### config.mk
export PLATFORM = sky130hd
export DESIGN_NAME = cellrv32_cpu_cp_dispatch_flat
export DESIGN_NICKNAME = d
export VERILOG_FILES = /design/src/rtl/cellrv32_cpu_cp_dispatch_if.sv /design/src/rtl/cellrv32_cpu_cp_dispatch.sv /design/src/flat_wrapper.sv
export SDC_FILE = /design/constraint.sdc
export NUM_CORES = 1
export LEC_CHECK = 0
export CAP_MARGIN = 20
export CORE_ASPECT_RATIO = 0.75
export CORE_MARGIN = 2
export CORE_UTILIZATION = 34
export DETAILED_ROUTE_END_ITERATION = 12
export PLACE_DENSITY = 0.85
export SYNTH_ARGS = -nofsm -noshare
export SYNTH_HDL_FRONTEND = slang
export SYNTH_SLANG_ARGS = --single-unit
### constraint.sdc
create_clock -name clk_i -period 1.5 [get_ports clk_i]
set_input_delay 0.15 -clock clk_i [delete_from_list [all_inputs] [get_ports clk_i]]
set_output_delay 0.15 -clock clk_i [all_outputs]
set_load 0.02 [all_outputs]
### src/rtl/cellrv32_cpu_cp_dispatch_if.sv
// Bundle of the CPU-side request/response signals and the co-processor
// issue/collect signals handled by cellrv32_cpu_cp_dispatch.
// slave  : the dispatch controller's view.
// master : the view of whatever drives the CPU and co-processor side.
interface cellrv32_cpu_cp_dispatch_if #(
    parameter int XLEN   = 32,
    parameter int NUM_CP = 4,
    parameter int SEL_W  = (NUM_CP > 1) ? $clog2(NUM_CP) : 1
);
    // CPU side
    logic                   req_i;
    logic [SEL_W-1:0]       sel_i;
    logic [2:0]             funct3_i;
    logic [XLEN-1:0]        rs1_i;
    logic [XLEN-1:0]        rs2_i;
    logic                   trap_i;
    logic                   busy_o;
    logic                   done_o;
    logic [XLEN-1:0]        res_o;
    logic                   err_o;

    // co-processor side
    logic [NUM_CP-1:0]      cp_start_o;
    logic [2:0]             cp_funct3_o;
    logic [XLEN-1:0]        cp_rs1_o;
    logic [XLEN-1:0]        cp_rs2_o;
    logic [NUM_CP*XLEN-1:0] cp_res_i;
    logic [NUM_CP-1:0]      cp_valid_i;

    modport slave (
        input  req_i, sel_i, funct3_i, rs1_i, rs2_i, trap_i,
        input  cp_res_i, cp_valid_i,
        output busy_o, done_o, res_o, err_o,
        output cp_start_o, cp_funct3_o, cp_rs1_o, cp_rs2_o
    );

    modport master (
        output req_i, sel_i, funct3_i, rs1_i, rs2_i, trap_i,
        output cp_res_i, cp_valid_i,
        input  busy_o, done_o, res_o, err_o,
        input  cp_start_o, cp_funct3_o, cp_rs1_o, cp_rs2_o
    );
endinterface

### src/rtl/cellrv32_cpu_cp_dispatch.sv
// Co-processor dispatch: latches a CPU request, pulses start to the selected
// slot, waits for its valid, returns the result one cycle after the valid's
// follow-up cycle, and supervises the operation with a watchdog.
//
// state     | meaning
// ----------+--------------------------------------------------------------
// S_IDLE    | no operation; accept req_i, flag illegal slot selects
// S_WAIT    | start issued, waiting for the selected slot's valid
// S_CAPTURE | valid seen; sample the slot result, return it unless trapped
// S_DRAIN   | trapped while waiting; swallow the aborting slot's valid
module cellrv32_cpu_cp_dispatch #(
    parameter int XLEN    = 32,
    parameter int NUM_CP  = 4,
    parameter int TIMEOUT = 255
) (
    input  logic                          clk_i,
    input  logic                          rstn_i,
    cellrv32_cpu_cp_dispatch_if.slave     bus
);

    localparam int SEL_W = (NUM_CP > 1) ? $clog2(NUM_CP) : 1;
    localparam int CNT_W = $clog2(TIMEOUT + 1);
    localparam logic [CNT_W-1:0] CNT_LIMIT = CNT_W'(TIMEOUT);

    typedef enum logic [1:0] {
        S_IDLE,
        S_WAIT,
        S_CAPTURE,
        S_DRAIN
    } state_t;

    state_t            state_q, state_d;
    logic [CNT_W-1:0]  cnt_q, cnt_d;
    logic [SEL_W-1:0]  sel_q;
    logic              latch;
    logic              sel_legal;
    logic              valid_sel;
    logic [XLEN-1:0]   res_sel;
    logic [NUM_CP-1:0] start_d;
    logic              done_d;
    logic              err_d;
    logic [XLEN-1:0]   res_d;

    assign sel_legal  = (32'(bus.sel_i) < 32'(NUM_CP));
    assign bus.busy_o = (state_q != S_IDLE);

    // Route the held slot's valid and result; unselected slots are invisible.
    always_comb begin
        valid_sel = 1'b0;
        res_sel   = '0;
        for (int i = 0; i < NUM_CP; i++) begin
            if (sel_q == SEL_W'(i)) begin
                valid_sel = bus.cp_valid_i[i];
                res_sel   = bus.cp_res_i[i*XLEN +: XLEN];
            end
        end
    end

    // Next-state, watchdog and registered-output decisions.
    always_comb begin
        state_d = state_q;
        cnt_d   = cnt_q;
        latch   = 1'b0;
        start_d = '0;
        done_d  = 1'b0;
        err_d   = 1'b0;
        res_d   = '0;
        unique case (state_q)
            S_IDLE: begin
                if (bus.req_i) begin
                    latch = 1'b1;
                    if (!sel_legal) begin
                        err_d = 1'b1;
                    end else begin
                        for (int i = 0; i < NUM_CP; i++) begin
                            if (bus.sel_i == SEL_W'(i)) start_d[i] = 1'b1;
                        end
                        state_d = S_WAIT;
                        cnt_d   = '0;
                    end
                end
            end
            S_WAIT: begin
                // saturate so a trap at the limit cannot wrap the drain budget
                if (cnt_q != CNT_LIMIT) cnt_d = cnt_q + CNT_W'(1);
                if (valid_sel) begin
                    state_d = S_CAPTURE;
                end else if (bus.trap_i) begin
                    state_d = S_DRAIN;
                end else if (cnt_q == CNT_LIMIT) begin
                    err_d   = 1'b1;
                    state_d = S_IDLE;
                end
            end
            S_CAPTURE: begin
                if (!bus.trap_i) begin
                    done_d = 1'b1;
                    res_d  = res_sel;
                end
                state_d = S_IDLE;
            end
            S_DRAIN: begin
                if (cnt_q != CNT_LIMIT) cnt_d = cnt_q + CNT_W'(1);
                if (valid_sel || (cnt_q == CNT_LIMIT)) begin
                    state_d = S_IDLE;
                end
            end
            default: state_d = S_IDLE;
        endcase
    end

    // State, watchdog and all outputs are registered; reset clears them at once.
    always_ff @(posedge clk_i or negedge rstn_i) begin
        if (!rstn_i) begin
            state_q         <= S_IDLE;
            cnt_q           <= '0;
            sel_q           <= '0;
            bus.cp_funct3_o <= '0;
            bus.cp_rs1_o    <= '0;
            bus.cp_rs2_o    <= '0;
            bus.cp_start_o  <= '0;
            bus.done_o      <= 1'b0;
            bus.err_o       <= 1'b0;
            bus.res_o       <= '0;
        end else begin
            state_q        <= state_d;
            cnt_q          <= cnt_d;
            bus.cp_start_o <= start_d;
            bus.done_o     <= done_d;
            bus.err_o      <= err_d;
            bus.res_o      <= res_d;
            if (latch) begin
                sel_q           <= bus.sel_i;
                bus.cp_funct3_o <= bus.funct3_i;
                bus.cp_rs1_o    <= bus.rs1_i;
                bus.cp_rs2_o    <= bus.rs2_i;
            end
        end
    end

endmodule
### src/flat_wrapper.sv
// flat-port wrapper written by rule: the top's interface ports become plain ports
module cellrv32_cpu_cp_dispatch_flat 
#(
    parameter int XLEN    = 32,
    parameter int NUM_CP  = 4,
    parameter int TIMEOUT = 255
)
  (clk_i, rstn_i, bus_req_i, bus_sel_i, bus_funct3_i, bus_rs1_i, bus_rs2_i, bus_trap_i, bus_cp_res_i, bus_cp_valid_i, bus_busy_o, bus_done_o, bus_res_o, bus_err_o, bus_cp_start_o, bus_cp_funct3_o, bus_cp_rs1_o, bus_cp_rs2_o);
  cellrv32_cpu_cp_dispatch_if #(.XLEN(XLEN), .NUM_CP(NUM_CP)) bus_i ();
  input  logic clk_i;
  input  logic rstn_i;
  input wire logic [$bits(bus_i.req_i)-1:0] bus_req_i;
  input wire logic [$bits(bus_i.sel_i)-1:0] bus_sel_i;
  input wire logic [$bits(bus_i.funct3_i)-1:0] bus_funct3_i;
  input wire logic [$bits(bus_i.rs1_i)-1:0] bus_rs1_i;
  input wire logic [$bits(bus_i.rs2_i)-1:0] bus_rs2_i;
  input wire logic [$bits(bus_i.trap_i)-1:0] bus_trap_i;
  input wire logic [$bits(bus_i.cp_res_i)-1:0] bus_cp_res_i;
  input wire logic [$bits(bus_i.cp_valid_i)-1:0] bus_cp_valid_i;
  output wire logic [$bits(bus_i.busy_o)-1:0] bus_busy_o;
  output wire logic [$bits(bus_i.done_o)-1:0] bus_done_o;
  output wire logic [$bits(bus_i.res_o)-1:0] bus_res_o;
  output wire logic [$bits(bus_i.err_o)-1:0] bus_err_o;
  output wire logic [$bits(bus_i.cp_start_o)-1:0] bus_cp_start_o;
  output wire logic [$bits(bus_i.cp_funct3_o)-1:0] bus_cp_funct3_o;
  output wire logic [$bits(bus_i.cp_rs1_o)-1:0] bus_cp_rs1_o;
  output wire logic [$bits(bus_i.cp_rs2_o)-1:0] bus_cp_rs2_o;
  assign bus_i.req_i = bus_req_i;
  assign bus_i.sel_i = bus_sel_i;
  assign bus_i.funct3_i = bus_funct3_i;
  assign bus_i.rs1_i = bus_rs1_i;
  assign bus_i.rs2_i = bus_rs2_i;
  assign bus_i.trap_i = bus_trap_i;
  assign bus_i.cp_res_i = bus_cp_res_i;
  assign bus_i.cp_valid_i = bus_cp_valid_i;
  assign bus_busy_o = bus_i.busy_o;
  assign bus_done_o = bus_i.done_o;
  assign bus_res_o = bus_i.res_o;
  assign bus_err_o = bus_i.err_o;
  assign bus_cp_start_o = bus_i.cp_start_o;
  assign bus_cp_funct3_o = bus_i.cp_funct3_o;
  assign bus_cp_rs1_o = bus_i.cp_rs1_o;
  assign bus_cp_rs2_o = bus_i.cp_rs2_o;
  cellrv32_cpu_cp_dispatch #(.XLEN(XLEN), .NUM_CP(NUM_CP), .TIMEOUT(TIMEOUT)) u_core (.clk_i(clk_i), .rstn_i(rstn_i), .bus(bus_i));
endmodule
==> impl_results.md <==
- Die span in y: 110 um
- Dpl ws: -0.107 ns
- Clock Sinks: 117
- Area leader, netlist: dfrtp_1
- Number of H-tree levels: 4
- GR Overflow Total: 0
- Syn Area/Cell: 10.7 um^2
- N_diodes: 0
- Post-Syn Area: 5120 um^2
- Top_reg_cell synth: dfrtp_1
- Final worst path period need: 1.53 ns
- Worst rel slew slack: 75.0%
- Final Cycle Share: 102%
- Leakage: 4.72 nW
- Core Area: 14600 um^2
- Reg2Reg Launch Point: u_core.sel_q[0]
- FILL cells: 1167
- Starting Density: 35.1%
- Number of synthesized flops with an enable pin: 0
- WS Path Type: reg -> reg
- Total Wirelength: 17100 um
- Row count: 38
- Final clock skew: 0.0131 ns
- Largest net degree at the start of global routing: 48
- Critical Path Max Stage Delay: 0.50 ns
- Final worst setup slack: -0.0285 ns
- Dpl hpwl: 13200 um
- DRT antenna net count: 0
- Most frequent cell after synthesis: nand2_1
- First-pass GRT wire length: 26300 um
- Ys Warns: 0
- Max-slew violations: 0
- Die X: 146 um
- Worst Path Max Fanout: 8
- Max clock buf depth: 2
- Slowest-stage cell, CP: mux4_2
- Initial antenna violation count: 0
- CTS tree: built
- Max VDD drop: 989 uV
- GRT Util Overall: 21.3%
- Vias in the first global route: 5131
- Syn Inst Count: 479
- CP endpoint kind: flip-flop
- Top post-synthesis cells by area: dfrtp_1 57%, nand2_1 16%, mux4_2 15%, and3_1 4.0%, clkbuf_1 1.2%
- Layout area overhead: 82.9%
- Share of layout cells above drive strength 1: 15.9%
- Root buf cell: clkbuf_16
- Avg WL per Cell: 16.7 um
- Flops & latches, synth: 117
- RSZ-0062 raised after global routing: true
- Fmax: 654 MHz
- TritonCTS Buffers: 17
- Cell chain of the critical path: buf_12 -> clkbuf_16 -> mux4_2 -> and3_4
- Sequential fraction of the synthesis area: 57.1%
- Max Cap Viol: 0
- Mapped Nets: 685
- Nets@finish: 1013
- PortBufs: 310
- Die area: 16100 um^2
- Synth cell count leaders: 217 x nand2_1, 117 x dfrtp_1, 33 x and3_1, 33 x mux4_2, 17 x clkbuf_1
- Area share of the largest cell type after synthesis: 57.1%
- Startpoint Class: flip-flop
- CP top delay family: multiplexers
- DRC viols: 0
- DRT Pass-1 Iters: 4
- Crit. Startpoint: u_core.sel_q[0]
- I/O pin cnt: 311
- Drt first-iter violations: 321
- Async SR Flop Fraction: 100%
- Setup tns final: -0.140 ns
- Worst-margin pin slew: 0.375 ns
- Final Hold Viols: 0
- Clock Pin Slew Worst Setup and Hold Paths: 0.06 ns
- Worst Path Arrival: 1.81 ns
- Placer Congestion: 0.859
- Final setup viols: 12
- WP buf/inv: 2
- Crit path required time: 1.79 ns
- Failing checks: negative setup slack
- Routed vias/inst: 4.75
- Worst-Skew Late Latency: 0.40 ns
- Via count: 4836
- Library cells used by synthesis: 29
- PwrDens: 1720 nW/um^2
- Hold crit path type: in -> async
- Run status: finished with violations
[final timing paths]
kind / to / slack, ns / depth (start not counted)
worst max-delay path: u_core.bus.res_o[30] / -0.03 / 4
worst min-delay path: u_core.bus.res_o[20] / 0.20 / 2
worst max register to register: u_core.bus.res_o[30] / -0.03 / 4
worst min register to register: u_core.bus.cp_rs1_o[1] / 0.47 / 2
max in group asynchronous: u_core.bus.cp_rs2_o[22] / 0.75 / 3
min in group clk_i: u_core.bus.cp_rs2_o[6] / 0.28 / 3
[state kept, by name, indices dropped and copies added, names as in the netlist]
register                flops
u_core.sel_q                2
u_core.bus.err_o            1
u_core.cnt_q                8
u_core.bus.res_o           32
u_core.bus.cp_rs1_o        32
u_core.bus.done_o           1
u_core.bus.cp_funct3_o      3
u_core.bus.cp_start_o       4
u_core.bus.cp_rs2_o        32
u_core.state_q              2
[cells by family (layout without fill, tap and decap cells)]
logic type	Yosys count	after routing	share of synthesized area, %
buf+inv	36	375	3.20
compound gates	15	15	1.83
flops	117	117	57.1
mux	34	34	14.7
simple gates	274	274	22.5
xor+xnor	2	2	0.342
fa+ha+maj	1	1	0.244
[area by class of cell]
cell class / count / area [um^2] / share of cell area, %
repair buffers: 341 / 3390 / 36.2
flip-flops and latches: 117 / 2930 / 31.3
multi-input cells: 326 / 2190 / 23.4
clock buffers: 22 / 484 / 5.17
well taps: 200 / 250 / 2.67
clock inverters: 8 / 100 / 1.07
inverters: 4 / 15.0 / 0.160
[layout by cell type, fill, tap and decap left out, types with 2 or more instances in the layout]
cell type        Yosys  final
nor2_1               8      6
nor3_1               3      3
xnor2_1              2      2
clkdlybuf4s50_1      0    203
and3_4               0     22
o21ai_0              2      2
buf_12               0     10
inv_1                3      3
bufinv_16            0      2
clkinv_2             0      2
dfrtp_2              0      3
buf_4                4     19
dfrtp_1            117    114
o21ai_1              3      3
nand2_1            217    216
dlygate4sd2_1        0     92
clkinvlp_4           0      4
and3_1              33     11
clkbuf_8             0      4
nand4_1              4      4
nand3_1              2      2
a21oi_1              6      5
mux4_2              33     33
clkbuf_16            0     18
dlymetal6s2s_1       0     13
[layer usage]
metal	vias to the layer above	routed length, um	track usage (%)
met2	192	8900	37.5
met3	22	1160	6.30
met4	0	301	8.12
met5	-	0	0
li1	2259	-	-
met1	2363	6700	25.0
[through the flow]
| stage | area [um^2] | util, % | hold slack (ns) | cells | power, mW |
|---|---|---|---|---|---|
| final | 9370 | 64.2 | 0.199 | 1018 | 16.1 |
| after global routing | 9370 | 64.2 | 0.202 | 1018 | 17.1 |
| after CTS | 9140 | 62.6 | 0.183 | 1014 | 15.9 |
| after detailed placement | 8620 | 59.1 | 0.0727 | 982 | 12.5 |
| after global placement | 8620 | 59.1 | 0.0710 | 982 | 12.3 |
| after floorplan | 5130 | - | -0.146 | 479 | 8.81 |
[what timing repair did]
item,CTS,global route
endpoints found under the hold margin,99,0
cloned,0,1
resized for setup,98,47
hold buffers,1,0
pin swaps,3,2
setup buffers,1,3
endpoints found under the setup margin,97,37
[where the power goes]
part | total, mW | internal [mW] | switching, mW
Clock | 3.96 | 2.60 | 1.36
Sequential | 4.84 | 4.24 | 0.594
Combinational | 7.32 | 3.44 | 3.88
Total | 16.1 | 10.3 | 5.83
Note: power is estimated with default switching activity, not from simulation.
